==> src/rtl/vga_timing_gen_if.sv <==
// Raster timing bus between vga_timing_gen (master) and its downstream
// sync/coordinate delay stage (slave).
// Optional: VGA_FRAME_CNT_EN adds the 16-bit frame_cnt signal.
interface vga_timing_gen_if;
    logic       pclk_en;
    logic       DE;
    logic [9:0] x;
    logic [9:0] y;
    logic       h_sync;
    logic       v_sync;
    logic       line_start;
    logic       frame_start;
`ifdef VGA_FRAME_CNT_EN
    logic [15:0] frame_cnt;

    modport master (
        input  pclk_en,
        output DE, x, y, h_sync, v_sync, line_start, frame_start, frame_cnt
    );
    modport slave (
        output pclk_en,
        input  DE, x, y, h_sync, v_sync, line_start, frame_start, frame_cnt
    );
`else
    modport master (
        input  pclk_en,
        output DE, x, y, h_sync, v_sync, line_start, frame_start
    );
    modport slave (
        output pclk_en,
        input  DE, x, y, h_sync, v_sync, line_start, frame_start
    );
`endif
endinterface

==> src/rtl/vga_timing_gen.sv <==
// Raster timing generator: pixel/line counters advanced by pclk_en, with
// horizontal and vertical phase FSMs driving DE and the sync outputs.
// All outputs are registered from the next-state position so DE, x, y and
// the syncs always describe the same pixel.
// Optional: VGA_FRAME_CNT_EN adds a 16-bit wrapping frame counter.
// H_TOTAL and V_TOTAL must each be <= 1024 (10-bit counters).
module vga_timing_gen #(
    parameter int H_VISIBLE = 640,
    parameter int H_FP      = 16,
    parameter int H_SYNC    = 96,
    parameter int H_BP      = 48,
    parameter int V_VISIBLE = 480,
    parameter int V_FP      = 10,
    parameter int V_SYNC    = 2,
    parameter int V_BP      = 33,
    parameter bit SYNC_POL  = 1'b0
) (
    input logic              clk,
    input logic              reset,
    vga_timing_gen_if.master vif
);
    localparam int H_TOTAL = H_VISIBLE + H_FP + H_SYNC + H_BP;
    localparam int V_TOTAL = V_VISIBLE + V_FP + V_SYNC + V_BP;

    localparam logic [9:0] H_LAST       = 10'(H_TOTAL - 1);
    localparam logic [9:0] H_FP_START   = 10'(H_VISIBLE);
    localparam logic [9:0] H_SYNC_START = 10'(H_VISIBLE + H_FP);
    localparam logic [9:0] H_BP_START   = 10'(H_VISIBLE + H_FP + H_SYNC);
    localparam logic [9:0] V_LAST       = 10'(V_TOTAL - 1);
    localparam logic [9:0] V_FP_START   = 10'(V_VISIBLE);
    localparam logic [9:0] V_SYNC_START = 10'(V_VISIBLE + V_FP);
    localparam logic [9:0] V_BP_START   = 10'(V_VISIBLE + V_FP + V_SYNC);

    typedef enum logic [1:0] {
        PH_ACTIVE = 2'd0,
        PH_FP     = 2'd1,
        PH_SYNC   = 2'd2,
        PH_BP     = 2'd3
    } phase_e;

    logic [9:0] h_cnt_q, h_cnt_d;
    logic [9:0] v_cnt_q, v_cnt_d;
    phase_e     h_phase_q, h_phase_d;
    phase_e     v_phase_q, v_phase_d;
    logic       de_q, de_d;
    logic       h_sync_q, h_sync_d;
    logic       v_sync_q, v_sync_d;
    logic       line_start_q, line_start_d;
    logic       frame_start_q, frame_start_d;
    logic       tick, h_wrap, v_wrap;

    // Phase advances when the count being entered hits the next boundary.
    function automatic phase_e next_phase(input phase_e cur, input logic [9:0] nxt,
                                          input logic [9:0] fp_s, input logic [9:0] sync_s,
                                          input logic [9:0] bp_s);
        phase_e n;
        n = cur;
        case (cur)
            PH_ACTIVE: if (nxt == fp_s)   n = PH_FP;
            PH_FP:     if (nxt == sync_s) n = PH_SYNC;
            PH_SYNC:   if (nxt == bp_s)   n = PH_BP;
            PH_BP:     if (nxt == 10'd0)  n = PH_ACTIVE;
            default:   n = PH_ACTIVE;
        endcase
        return n;
    endfunction

    assign tick   = vif.pclk_en;
    assign h_wrap = tick && (h_cnt_q == H_LAST);
    assign v_wrap = h_wrap && (v_cnt_q == V_LAST);

    // Next pixel/line position; lines only move on the horizontal wrap.
    always_comb begin
        h_cnt_d = h_cnt_q;
        v_cnt_d = v_cnt_q;
        if (tick) begin
            h_cnt_d = h_wrap ? 10'd0 : h_cnt_q + 10'd1;
        end
        if (h_wrap) begin
            v_cnt_d = v_wrap ? 10'd0 : v_cnt_q + 10'd1;
        end
    end

    // Horizontal and vertical phase FSMs, stepped on ticks / line wraps.
    always_comb begin
        h_phase_d = h_phase_q;
        v_phase_d = v_phase_q;
        if (tick) begin
            h_phase_d = next_phase(h_phase_q, h_cnt_d, H_FP_START, H_SYNC_START, H_BP_START);
        end
        if (h_wrap) begin
            v_phase_d = next_phase(v_phase_q, v_cnt_d, V_FP_START, V_SYNC_START, V_BP_START);
        end
    end

    // Level outputs only change on a tick, so the reset position keeps DE low
    // until the raster actually starts moving.
    always_comb begin
        de_d          = de_q;
        h_sync_d      = h_sync_q;
        v_sync_d      = v_sync_q;
        line_start_d  = h_wrap;
        frame_start_d = v_wrap;
        if (tick) begin
            de_d     = (h_phase_d == PH_ACTIVE) && (v_phase_d == PH_ACTIVE);
            h_sync_d = (h_phase_d == PH_SYNC) ? SYNC_POL : ~SYNC_POL;
            v_sync_d = (v_phase_d == PH_SYNC) ? SYNC_POL : ~SYNC_POL;
        end
    end

    // Position, phase and output registers.
    always_ff @(posedge clk or negedge reset) begin
        if (!reset) begin
            h_cnt_q       <= '0;
            v_cnt_q       <= '0;
            h_phase_q     <= PH_ACTIVE;
            v_phase_q     <= PH_ACTIVE;
            de_q          <= 1'b0;
            h_sync_q      <= ~SYNC_POL;
            v_sync_q      <= ~SYNC_POL;
            line_start_q  <= 1'b0;
            frame_start_q <= 1'b0;
        end else begin
            h_cnt_q       <= h_cnt_d;
            v_cnt_q       <= v_cnt_d;
            h_phase_q     <= h_phase_d;
            v_phase_q     <= v_phase_d;
            de_q          <= de_d;
            h_sync_q      <= h_sync_d;
            v_sync_q      <= v_sync_d;
            line_start_q  <= line_start_d;
            frame_start_q <= frame_start_d;
        end
    end

    assign vif.DE          = de_q;
    assign vif.x           = h_cnt_q;
    assign vif.y           = v_cnt_q;
    assign vif.h_sync      = h_sync_q;
    assign vif.v_sync      = v_sync_q;
    assign vif.line_start  = line_start_q;
    assign vif.frame_start = frame_start_q;

`ifdef VGA_FRAME_CNT_EN
    logic [15:0] frame_cnt_q, frame_cnt_d;

    // Frames seen since reset; wraps naturally at 16 bits.
    always_comb begin
        frame_cnt_d = frame_cnt_q + 16'(v_wrap);
    end

    // Frame counter register.
    always_ff @(posedge clk or negedge reset) begin
        if (!reset) begin
            frame_cnt_q <= '0;
        end else begin
            frame_cnt_q <= frame_cnt_d;
        end
    end

    assign vif.frame_cnt = frame_cnt_q;
`endif
endmodule

==> src/flat_wrapper.sv <==
// flat-port wrapper written by rule: the top's interface ports become plain ports
module vga_timing_gen_flat 
#(
    parameter int H_VISIBLE = 640,
    parameter int H_FP      = 16,
    parameter int H_SYNC    = 96,
    parameter int H_BP      = 48,
    parameter int V_VISIBLE = 480,
    parameter int V_FP      = 10,
    parameter int V_SYNC    = 2,
    parameter int V_BP      = 33,
    parameter bit SYNC_POL  = 1'b0
)
  (clk, reset, vif_pclk_en, vif_DE, vif_x, vif_y, vif_h_sync, vif_v_sync, vif_line_start, vif_frame_start);
  vga_timing_gen_if vif_i ();
  input logic clk;
  input logic reset;
  input wire logic [$bits(vif_i.pclk_en)-1:0] vif_pclk_en;
  output wire logic [$bits(vif_i.DE)-1:0] vif_DE;
  output wire logic [$bits(vif_i.x)-1:0] vif_x;
  output wire logic [$bits(vif_i.y)-1:0] vif_y;
  output wire logic [$bits(vif_i.h_sync)-1:0] vif_h_sync;
  output wire logic [$bits(vif_i.v_sync)-1:0] vif_v_sync;
  output wire logic [$bits(vif_i.line_start)-1:0] vif_line_start;
  output wire logic [$bits(vif_i.frame_start)-1:0] vif_frame_start;
  assign vif_i.pclk_en = vif_pclk_en;
  assign vif_DE = vif_i.DE;
  assign vif_x = vif_i.x;
  assign vif_y = vif_i.y;
  assign vif_h_sync = vif_i.h_sync;
  assign vif_v_sync = vif_i.v_sync;
  assign vif_line_start = vif_i.line_start;
  assign vif_frame_start = vif_i.frame_start;
  vga_timing_gen #(.H_VISIBLE(H_VISIBLE), .H_FP(H_FP), .H_SYNC(H_SYNC), .H_BP(H_BP), .V_VISIBLE(V_VISIBLE), .V_FP(V_FP), .V_SYNC(V_SYNC), .V_BP(V_BP), .SYNC_POL(SYNC_POL)) u_core (.clk(clk), .reset(reset), .vif(vif_i));
endmodule
==> config.mk <==
export PLATFORM = sky130hd
export DESIGN_NAME = vga_timing_gen_flat
export DESIGN_NICKNAME = d
export VERILOG_FILES = /design/src/rtl/vga_timing_gen_if.sv /design/src/rtl/vga_timing_gen.sv /design/src/flat_wrapper.sv
export SDC_FILE = /design/constraint.sdc
export NUM_CORES = 1
export LEC_CHECK = 0
export ABC_AREA = 1
export CAP_MARGIN = 20
export CORE_MARGIN = 3
export CORE_UTILIZATION = 50
export CTS_CLUSTER_DIAMETER = 150
export CTS_CLUSTER_SIZE = 16
export DETAILED_ROUTE_END_ITERATION = 10
export PLACE_DENSITY = 0.76
export SETUP_SLACK_MARGIN = 0.2
export SYNTH_ARGS = -nofsm -noshare
export SYNTH_HDL_FRONTEND = slang
export SYNTH_SLANG_ARGS = --single-unit
==> constraint.sdc <==
create_clock -name clk -period 2 [get_ports clk]
set_input_delay 0.2 -clock clk [delete_from_list [all_inputs] [get_ports clk]]
set_output_delay 0.2 -clock clk [all_outputs]
set_load 0.01 [all_outputs]
==> run summary <==
The initial antenna violation count is 0. Before antenna repair, the detailed router went through 6 iterations. The instance area at placement came out at about 2800 um^2. Based on the critical path, the design can be clocked at up to approximately 450 MHz.

The top cell types in the final layout, fill and taps aside, are 113 x sky130_fd_sc_hd__nand2_1, 52 x sky130_fd_sc_hd__buf_4, 51 x sky130_fd_sc_hd__inv_1, 37 x sky130_fd_sc_hd__nand3_1, 29 x sky130_fd_sc_hd__nor2_1. The area of the die came out at 5170 um^2. The run finished, with violations left. VDD sags by at most between 600 and 700 uV. The static leakage came out at about 1.7 nW.

The insertion delay to the later sink of the worst-skew pair is between 0.2 and 0.3 ns. At the pin with the least slew margin, the transition time is 0.386 ns. The mean number of vias per cell came out at ~5.3. The layout cell share with drive strength beyond 1 is roughly 29%.

The synthesized-area fraction occupied by ao, oa, aoi and oai cells is around 4.2%. The multiplexer share of the synthesized area is 0%. TritonCTS built the clock tree.

The setup check on the worst reg-to-reg path leaves a slack of -0.22 ns. The launch instance of the worst register-to-register path is u_core.vif.x[0]. Once layout is complete, the utilization of the core stands at about four fifths. The number of warnings reported in the yosys synthesis log is 0. The clock tree skew after final layout is ~0.0077 ns. The synthesis-stage register bit count is 29. Each instance of the synthesized netlist takes up on average about 6.3 um^2. The via count of the first global-routing pass is 2412.

After synthesis, the cell types taking the most area are sky130_fd_sc_hd__dfrtp_1 31%, sky130_fd_sc_hd__nand2_1 21%, sky130_fd_sc_hd__nand3_1 9.9%. In this run the critical register-to-register path is captured at u_core.vif.v_sync. The final reports fail on negative setup slack.

The cell with the biggest individual delay on the critical path is sky130_fd_sc_hd__dfrtp_2. The tightest hold path in the finished design has a slack of about 0.31 ns. The max-cap violation count is 0.

sky130_fd_sc_hd__dfrtp_1 takes more of the synthesized area than any other cell. The total of endpoints with negative setup slack in the final report is 6. The pin count of the biggest net entering global routing came out at 30.

Measured against its own limit, the worst slew margin works out to about three quarters. The clock net in this run drives a total of 29 sinks. The deepest level of the CTS H-tree came out at 2.

The most critical setup path has its startpoint at u_core.vif.x[0]. The post-route total power is about 2.4 mW. In this run the count of I/O pins placed on the die edge is 28. The critical path data required time came out at approximately 2.2 ns.

The number of antenna cells inserted came out at 0. The relative area change from synthesis to final layout is 50.7%. CTS placed an instance of sky130_fd_sc_hd__clkbuf_8 at the clock tree root.

The width of the die is between 70 and 80 um. After routing the design area is 3270 um^2. The height of the chip is between 70 and 80 um. The number of hold buffers added after cts is 0. The kind of end point of the critical path is a flip-flop. At the placement stage, the worst setup path has a slack of -0.535 ns. The share of the synthesized area in the top cell type came out at 31.1%. After synthesis, the largest family of logic cells by area is simple AND/OR/NAND/NOR gates. The number of distinct library cells after synthesis is 30. The initial core utilization is around 53%. At the end of the flow, the number of nets in the layout was ~440. The critical path is of the reg -> reg type. The clock transition time at the flip-flop clock pins of the worst setup and hold paths is ~0.07 ns. Once routing completed, OpenROAD measured the worst setup slack at -0.219 ns.

The number of DRC markers after the initial detailed-route iteration is 263. The count of buffers added on input and output ports is 27. The count of final hold-check violations was 0. The residual antenna-violating net count after detailed routing came out at 0.

The xor-xnor portion of the synthesized cell area is 0.403%. The global-route congestion overflow total came out at 0. The adder-cell area share of the yosys netlist is roughly 1.7%. The overall routing resource usage came out at 26.8%. Summing the areas of all and, or, nand and nor instances in the mapped netlist gives approximately half of the synthesized area.

The wire length of the first global-routing pass came out at 10800 um. The sequential share of the synthesized area is approximately 34%. The data arrival time of the critical path came out at between 2 and 2.5 ns. The last weighted congestion value of the routability-driven placer came out at just under 0.9. For this run, the slowest stage of the critical path takes 0.42 ns. The core area came out at 4090 um^2. Leaving out fill and tap cells, the most frequent cell in the layout is sky130_fd_sc_hd__nand2_1. The cell repeated most along the worst path is sky130_fd_sc_hd__nand2_1. The biggest fanout along the worst timing path is 7. The HPWL reported at the end of detailed placement is roughly 4300 um. The maximum root-to-sink buffer count is 2.

Setup repair after global routing could not meet its margin everywhere. The launching element type of the critical path is a flip-flop. Counting the buffers created by CTS gives 5. The share of the cycle needed by the critical path after routing is 111%. The critical path goes through ha_4 > buf_6 > nand3_4 > nor2_8 > buf_6 > nand2_8 > buf_12 > nand2_1 > nand2_1 > nand2_2 > nor2_2 > nand3_1 > nand2_1 > nand2_1 > o21ai_2 > nand2_1 > nand2_1 > nand2_1.

The count of cells along the worst register-to-register path is 18. For this block, the via count after detailed routing is 2543. For this design the ratio of total power to cell area is around 730 nW/um^2. The final count of pins violating max slew came out at 0.

The final wirelength came out at around 6700 um. The count of standard-cell rows came out at 23. The number of nets in the synthesized netlist is between 300 and 400. The post-layout minimum cycle time came out at 2.22 ns.

Synthesis produced 344 cells. For this run, design rule violations remaining after detail routing come to 0. After detailed routing, the average wire length per cell comes to between 10 and 15 um.

In this run the cell area of the synthesized design comes to between 2000 and 2500 um^2. The min-delay analysis places its worst path in the category in -> async.
[synthesized netlist by cell type]
master,count
sky130_fd_sc_hd__xor2_1,1
sky130_fd_sc_hd__o21ai_1,1
sky130_fd_sc_hd__nor2_2,3
sky130_fd_sc_hd__buf_4,2
sky130_fd_sc_hd__nand3_2,2
sky130_fd_sc_hd__nor2_4,3
sky130_fd_sc_hd__a21oi_1,1
sky130_fd_sc_hd__nand2_2,3
sky130_fd_sc_hd__a21o_1,1
sky130_fd_sc_hd__o21bai_1,2
sky130_fd_sc_hd__nand3_1,43
sky130_fd_sc_hd__inv_2,3
sky130_fd_sc_hd__nand2_4,1
sky130_fd_sc_hd__a21oi_2,1
sky130_fd_sc_hd__o21ai_2,1
sky130_fd_sc_hd__dfstp_2,2
sky130_fd_sc_hd__dfrtp_1,27
sky130_fd_sc_hd__nand2_1,124
sky130_fd_sc_hd__clkbuf_1,1
sky130_fd_sc_hd__o21ai_0,6
sky130_fd_sc_hd__buf_2,2
sky130_fd_sc_hd__nor3_1,2
sky130_fd_sc_hd__nand4_1,11
sky130_fd_sc_hd__nor2_8,1
sky130_fd_sc_hd__ha_1,3
sky130_fd_sc_hd__nand3b_1,2
sky130_fd_sc_hd__o21bai_2,1
sky130_fd_sc_hd__buf_6,2
sky130_fd_sc_hd__inv_1,53
sky130_fd_sc_hd__nor2_1,39
[flip-flops by register name (all words and copies together), names as in the netlist]
name                    cells
u_core.h_phase_q            2
u_core.v_phase_q            2
u_core.vif.DE               1
u_core.vif.frame_start      1
u_core.vif.h_sync           1
u_core.vif.line_start       1
u_core.vif.v_sync           1
u_core.vif.x               10
u_core.vif.y               10
[stage by stage]
step,setup TNS (ns),cells
after detailed placement,-2.56,459
after global routing,-1.83,484
after CTS,-0.335,477
after global placement,-2.25,459
final,-0.872,484
after floorplan,0,344
[repair_timing]
| action | 4_1_cts | 5_1_grt |
|---|---|---|
| buffers inserted | 7 | 7 |
| resized for setup | 23 | 24 |
| hold endpoints to repair | 0 | 0 |
| cloned | 3 | 0 |
| pin swaps | 6 | 20 |
| setup endpoints to repair | 6 | 7 |
[critical path, delay by kind of cell (launching register included)]
family | cells | cell delay, ns
flops | 1 | 0.42
simple gates | 13 | 1.00
buf+inv | 3 | 0.35
compound gates | 1 | 0.19
fa+ha+maj | 1 | 0.18
[area by class of cell]
type                            instances  area (um^2)
Inverter                               56          210
Multi-Input combinational cell        253         1360
Sequential cell                        29          734
Fill cell                             282          815
Timing Repair Buffer                   88          820
Tap cell                               50         62.6
Clock buffer                            8         90.1
[per-layer routing]
metal  GRT usage, %  up-vias  share of wire (%)
li1               -     1247                  -
met1           30.9     1177                 40
met2           49.1      102                 52
met3           4.85       17                5.8
met4           10.4        0                2.1
met5              0        -                  0
[worst max path at each step]
stage                              to  slack, ns  cells past startpoint
floorplan               u_core.vif.DE       0.01                     16
CTS                 u_core.vif.v_sync      -0.12                     18
global route            u_core.vif.DE      -0.37                     17
detailed placement  u_core.vif.v_sync      -0.54                     17
global placement    u_core.vif.v_sync      -0.47                     17
finish              u_core.vif.v_sync      -0.22                     18
[power breakdown]
group	switching, mW	internal (mW)
Combinational	0.600	0.535
Sequential	0.0814	0.672
Clock	0.225	0.280
[cell families (layout without fill, tap and decap cells)]
logic type,Yosys count,in the layout
adders and majority gates,3,3
DFF,29,29
buffers and inverters,63,152
xor gates and xnor gates,1,1
and+or+nand+nor,234,235
AOI/OAI and AO/OA,14,14
Power figures use the tool's default switching activity.
